## config.mk

```make
export PLATFORM = sky130hd
export DESIGN_NAME = isif_frame_arb
export DESIGN_NICKNAME = d
export VERILOG_FILES = /design/src/rtl/isif_frame_arb_pkg.sv /design/src/rtl/isif_frame_arb_rr_pick2.sv /design/src/rtl/isif_frame_arb.sv
export SDC_FILE = /design/constraint.sdc
export NUM_CORES = 1
export LEC_CHECK = 0
export BUFFER_PORTS_ARGS = -buffer_cell sky130_fd_sc_hd__buf_2
export CORE_MARGIN = 4
export CORE_UTILIZATION = 35
export DETAILED_ROUTE_END_ITERATION = 7
export PLACE_DENSITY = 0.7
export REMOVE_ABC_BUFFERS = 1
export SYNTH_ARGS = -nofsm -noshare
export SYNTH_HDL_FRONTEND = slang
export SYNTH_HIERARCHICAL = 1
export SYNTH_SLANG_ARGS = --single-unit
```

## constraint.sdc

```tcl
create_clock -name clk -period 5.34 [get_ports clk]
set_input_delay 0.801 -clock clk [delete_from_list [all_inputs] [get_ports clk]]
set_output_delay 0.801 -clock clk [all_outputs]
set_load 0.005 [all_outputs]
```

## src/rtl/isif_frame_arb_pkg.sv

```systemverilog
// Shared definitions for the two-source ISIF frame arbiter: FSM state
// encodings, the default per-frame beat limit and the beat counter width.
package isif_frame_arb_pkg;

    typedef enum logic [1:0] {
        IDLE   = 2'd0,
        GRANT0 = 2'd1,
        GRANT1 = 2'd2,
        FLUSH  = 2'd3
    } arb_state_e;

    // Largest frame, in beats, forwarded before a last is forced.
    localparam int ARB_MAX_BEATS = 2048;

    // Beat counter width; wide enough to count up to ARB_MAX_BEATS-1.
    localparam int BEAT_CNT_W = 11;

endpackage

```

## src/rtl/isif_frame_arb_rr_pick2.sv

```systemverilog
// Two-way round-robin pick: chooses which requesting source gets the next
// grant, favouring the one that was not served most recently.
module rr_pick2 (
    input  logic [1:0] req,
    input  logic       last_served,
    output logic       grant_idx,
    output logic       grant_valid
);

    // Lone requester wins outright; on a tie the source not served last wins.
    always_comb begin
        grant_valid = |req;
        grant_idx   = 1'b0;
        if (req == 2'b11) begin
            grant_idx = ~last_served;
        end else if (req[1]) begin
            grant_idx = 1'b1;
        end
    end

endmodule

```

## src/rtl/isif_frame_arb.sv

```systemverilog
// Frame-level arbiter between two ISIF FIFO sources feeding one convertor.
// A grant is held for a whole frame; frames longer than MAX_BEATS are cut
// with a forced last and flagged, the remainder becoming a new frame.
module isif_frame_arb
    import isif_frame_arb_pkg::*;
#(
    parameter int TBITS     = 64,
    parameter int TBYTE     = 8,
    parameter int MAX_BEATS = ARB_MAX_BEATS
) (
    input  logic             clk,
    input  logic             reset,

    input  logic [TBITS-1:0] s0_isif_data,
    input  logic [TBYTE-1:0] s0_isif_strb,
    input  logic             s0_isif_last,
    input  logic             s0_isif_empty_n,
    output logic             s0_isif_read,

    input  logic [TBITS-1:0] s1_isif_data,
    input  logic [TBYTE-1:0] s1_isif_strb,
    input  logic             s1_isif_last,
    input  logic             s1_isif_empty_n,
    output logic             s1_isif_read,

    output logic [TBITS-1:0] m_isif_data,
    output logic [TBYTE-1:0] m_isif_strb,
    output logic             m_isif_last,
    output logic             m_isif_user,
    output logic             m_isif_empty_n,
    input  logic             m_isif_read,

    input  logic             arb_enable,
    output logic [1:0]       current_state,
    output logic [15:0]      frame_cnt0,
    output logic [15:0]      frame_cnt1,
    output logic             err_overlen
);

    localparam logic [BEAT_CNT_W-1:0] LAST_BEAT = BEAT_CNT_W'(MAX_BEATS - 1);

    arb_state_e            state_q;
    arb_state_e            state_d;
    logic                  last_served_q;
    logic [BEAT_CNT_W-1:0] beat_cnt_q;
    logic [15:0]           frame_cnt0_q;
    logic [15:0]           frame_cnt1_q;
    logic                  err_overlen_q;

    logic                  pick_idx;
    logic                  pick_valid;
    logic                  forced_last;
    logic                  src_last;
    logic                  beat_take;
    logic                  frame_done;
    logic                  overlen_cut;

    rr_pick2 u_pick (
        .req         ({s1_isif_empty_n, s0_isif_empty_n}),
        .last_served (last_served_q),
        .grant_idx   (pick_idx),
        .grant_valid (pick_valid)
    );

    // Next-state, word mux and FIFO pops; everything is quiet while reset is held.
    always_comb begin
        state_d        = state_q;
        m_isif_data    = '0;
        m_isif_strb    = '0;
        m_isif_last    = 1'b0;
        m_isif_user    = 1'b0;
        m_isif_empty_n = 1'b0;
        s0_isif_read   = 1'b0;
        s1_isif_read   = 1'b0;
        src_last       = 1'b0;
        forced_last    = (beat_cnt_q == LAST_BEAT);

        if (!reset) begin
            case (state_q)
                IDLE: begin
                    if (arb_enable && pick_valid) begin
                        state_d = pick_idx ? GRANT1 : GRANT0;
                    end
                end
                GRANT0: begin
                    m_isif_data    = s0_isif_data;
                    m_isif_strb    = s0_isif_strb;
                    src_last       = s0_isif_last;
                    m_isif_last    = s0_isif_last | forced_last;
                    m_isif_user    = 1'b0;
                    m_isif_empty_n = s0_isif_empty_n;
                    s0_isif_read   = m_isif_read & s0_isif_empty_n;
                    if (m_isif_read && s0_isif_empty_n && m_isif_last) begin
                        state_d = FLUSH;
                    end
                end
                GRANT1: begin
                    m_isif_data    = s1_isif_data;
                    m_isif_strb    = s1_isif_strb;
                    src_last       = s1_isif_last;
                    m_isif_last    = s1_isif_last | forced_last;
                    m_isif_user    = 1'b1;
                    m_isif_empty_n = s1_isif_empty_n;
                    s1_isif_read   = m_isif_read & s1_isif_empty_n;
                    if (m_isif_read && s1_isif_empty_n && m_isif_last) begin
                        state_d = FLUSH;
                    end
                end
                FLUSH: begin
                    state_d = IDLE;
                end
                default: begin
                    state_d = IDLE;
                end
            endcase
        end

        beat_take   = m_isif_read & m_isif_empty_n;
        frame_done  = beat_take & m_isif_last;
        overlen_cut = frame_done & forced_last & ~src_last;
    end

    // FSM state register.
    always_ff @(posedge clk) begin
        if (reset) begin
            state_q <= IDLE;
        end else begin
            state_q <= state_d;
        end
    end

    // Beat counting, round-robin history, frame counters and the sticky overlength flag.
    always_ff @(posedge clk) begin
        if (reset) begin
            last_served_q <= 1'b1;
            beat_cnt_q    <= '0;
            frame_cnt0_q  <= '0;
            frame_cnt1_q  <= '0;
            err_overlen_q <= 1'b0;
        end else begin
            if ((state_q != GRANT0 && state_q != GRANT1) || frame_done) begin
                beat_cnt_q <= '0;
            end else if (beat_take) begin
                beat_cnt_q <= beat_cnt_q + BEAT_CNT_W'(1);
            end

            if (frame_done) begin
                last_served_q <= (state_q == GRANT1);
                if (state_q == GRANT1) begin
                    frame_cnt1_q <= frame_cnt1_q + 16'd1;
                end else begin
                    frame_cnt0_q <= frame_cnt0_q + 16'd1;
                end
            end

            if (overlen_cut) begin
                err_overlen_q <= 1'b1;
            end
        end
    end

    assign current_state = reset ? 2'd0 : 2'(state_q);
    assign frame_cnt0    = frame_cnt0_q;
    assign frame_cnt1    = frame_cnt1_q;
    assign err_overlen   = err_overlen_q;

endmodule

```

==> flow_summary.ini <==
[run_status]
status = finished, final reports clean

[sta]
clock.fmax_mhz = 310
tightest_slew_ps = 829
rsz0062_at_grt = no
clock_skew_ps = 10.2
setup_ws_ps = 2110
hold_viol = 0
slew_headroom_pct = 44.6
min_period_ps = 3230
tns_ps = 0
final_max_slew_viol_count = 0
post-route-period-util_pct = 60.5
finalSetupViolCount = 0

[yosys]
synth.yosys.warnings = 6
yosys.area_share.simple_pct = 30.5
synth_top_flop_cell = dfxtp_1
netlist_area_mm2 = 0.00361
ys_ff_latch = 47
synthesis.instances = 489
ys_types = 50
synthArstFlopShare_pct = 0
synth_edf_count = 0
synth_seq_area_share_pct = 26.0
synth_top_area_share_pct = 26.0
synth_compound_area_share_pct = 31.3
syn_avg_cell_area_um2 = 7.39
synth_top_family_by_area = compound AO/OA/AOI/OAI gates
yosys.area_share.adder_pct = 2.42
synthMuxAreaShare_pct = 2.80
ys_top_cells_by_area = dfxtp_1 (26%), a22oi_1 (15%), nor2_1 (9.2%)
yosysTopAreaCell = dfxtp_1
synthXorXnorAreaFrac_pct = 0

[layout]
ff_latch_area_um2 = 941
final_common_cell = buf_2
multi_input_area_mm2 = 0.00243
nFillCells = 976
nNetsFinal = 875
fin_cells = 851
drive_above_1_share_pct = 41.4
final_cell_mix = buf_2 (263), nor2_1 (89), a22oi_1 (73), dfxtp_1 (47), a21oi_1 (25)
area_delta_synth_final_pct = 39.0

[setup_path]
start_kind = flop
required_ps = 4540
crit_type = reg -> out
cp-end-kind = output port
worstPathMaxFanout = 72
worst_ep_arrival_time_ps = 2430

[detailed_routing]
post_drt_wl_per_cell_um = 20.1
routed_wl_um = 17100
drtIter0Drc = 654
drcViolationCount = 0
drtAntennaViolNets = 0
drt-vias-per-instance = 5.80
num_vias = 4936
first_pass_iters = 7

[global_routing]
grt_pass1_wl_um = 24400
grt_pass1_vias = 4362
grt_max_degree = 73
grt.total_usage_pct = 26.4
antenna_found_initial = 10
overflow = 0

[placement]
port_buffers = 263
post-place-ws_ps = 2140
gp_congestion = 0.836
dp.cells = 842
hpwl_um = 13500

[floorplanning]
row_count = 36
coreArea_mm2 = 0.00991
dieArea_mm2 = 0.0120
die_y_um = 110
ios = 264
die_w_um = 110
start_util_pct = 36.5

[cts]
ctsHoldBuffers = 0
post-cts-setup-buffers = 0
clkSlewWorstSetupHoldPaths_ps = 90
root_buffer = clkbuf_8
cts.htree.levels = 2
ctsResizeCount = 0
cts_buffers = 5
clk_latency_ps = 320
cts.sinks = 47
clockBufferDepth = 2
cts_tree = done

[worst_hold_path]
hp-class = reg -> reg

[pwr]
power_density_mw_per_mm2 = 237
p_leak_nw = 2.21
vdd_drop_max_mv = 0.121

[run]
drv_cap = 0
layer usage:
layer / track usage, % / routed length, um / vias to the layer above
met5: 0 / 102 / -
met1: 35.3 / 7140 / 2320
met4: 4.45 / 198 / 18
li1: - / - / 2329
met3: 12.8 / 2280 / 30
met2: 39.0 / 7370 / 239
final timing paths:
kind / cells after the start / slack (ps) / start / to
worst min register to register: 2 / 480 / err_overlen / err_overlen
worst max register to register: 6 / 2630 / state_q[0] / frame_cnt0[15]
worst max-delay path: 6 / 2110 / state_q[0] / m_isif_data[4]
worst min-delay path: 2 / 480 / err_overlen / err_overlen
cell usage after synthesis (all sizes together), types with 2 or more instances:
cell,number
a22oi,73
a21boi,2
o31ai,16
nand3b,5
o41ai,6
ha,7
and2,3
nor2b,7
a21oi,25
or4,16
clkbuf,27
a31oi,9
and3b,2
nand3,22
o211ai,5
mux2,9
a22o,2
and3,2
inv,6
a2111oi,2
buf,21
or2,6
nand2b,2
and4,9
o311ai,6
o21ai,6
dfxtp,47
nor3,5
nor4,2
nand4b,3
nand4,14
nand2,24
nor2,89
per-stage QoR:
step                cell area, um2  util, %  hold slack [ps]  power [mW]
detailed placement            4930     49.7              461       0.957
finish                        5020     50.7              479        1.19
floorplan                     3390        -              461       0.730
global placement              4930     49.7              473       0.940
global route                  5020     50.6              518        1.28
CTS                           5020     50.6              485        1.19
worst max-delay path, cell delays in order (launching register included):
cell and delay [ps]:
dfxtp_1 330, inv_1 130, ha_2 380, buf_4 640
a22oi_1 190, nor2_1 240, buf_2 170
cell type report:
class | count | area share [%]
Clock inverter | 3 | 0.449
Timing Repair Buffer | 268 | 27.2
Clock buffer | 5 | 1.37
Antenna cell | 1 | 0.0498
Inverter | 6 | 0.449
Multi-Input combinational cell | 388 | 48.4
Sequential cell | 47 | 18.7
Tap cell | 133 | 3.31
power by group:
| group | internal (mW) | switching, mW | total, mW |
|---|---|---|---|
| clock network | 0.0950 | 0.136 | 0.231 |
| logic | 0.216 | 0.385 | 0.601 |
| registers | 0.355 | 0.00288 | 0.358 |
| total | 0.667 | 0.524 | 1.19 |
state kept, by name, indices dropped and copies added (netlist names):
name           flops
frame_cnt0        16
beat_cnt_q        11
err_overlen        1
state_q            2
last_served_q      1
frame_cnt1        16
cell families after synthesis:
kind of cell	count (synthesis)
AOI/OAI and AO/OA	157
adders and majority gates	7
buffers and inverters	54
DFF	47
muxes	9
and+or+nand+nor	215
(Power assumes the default switching activity.)
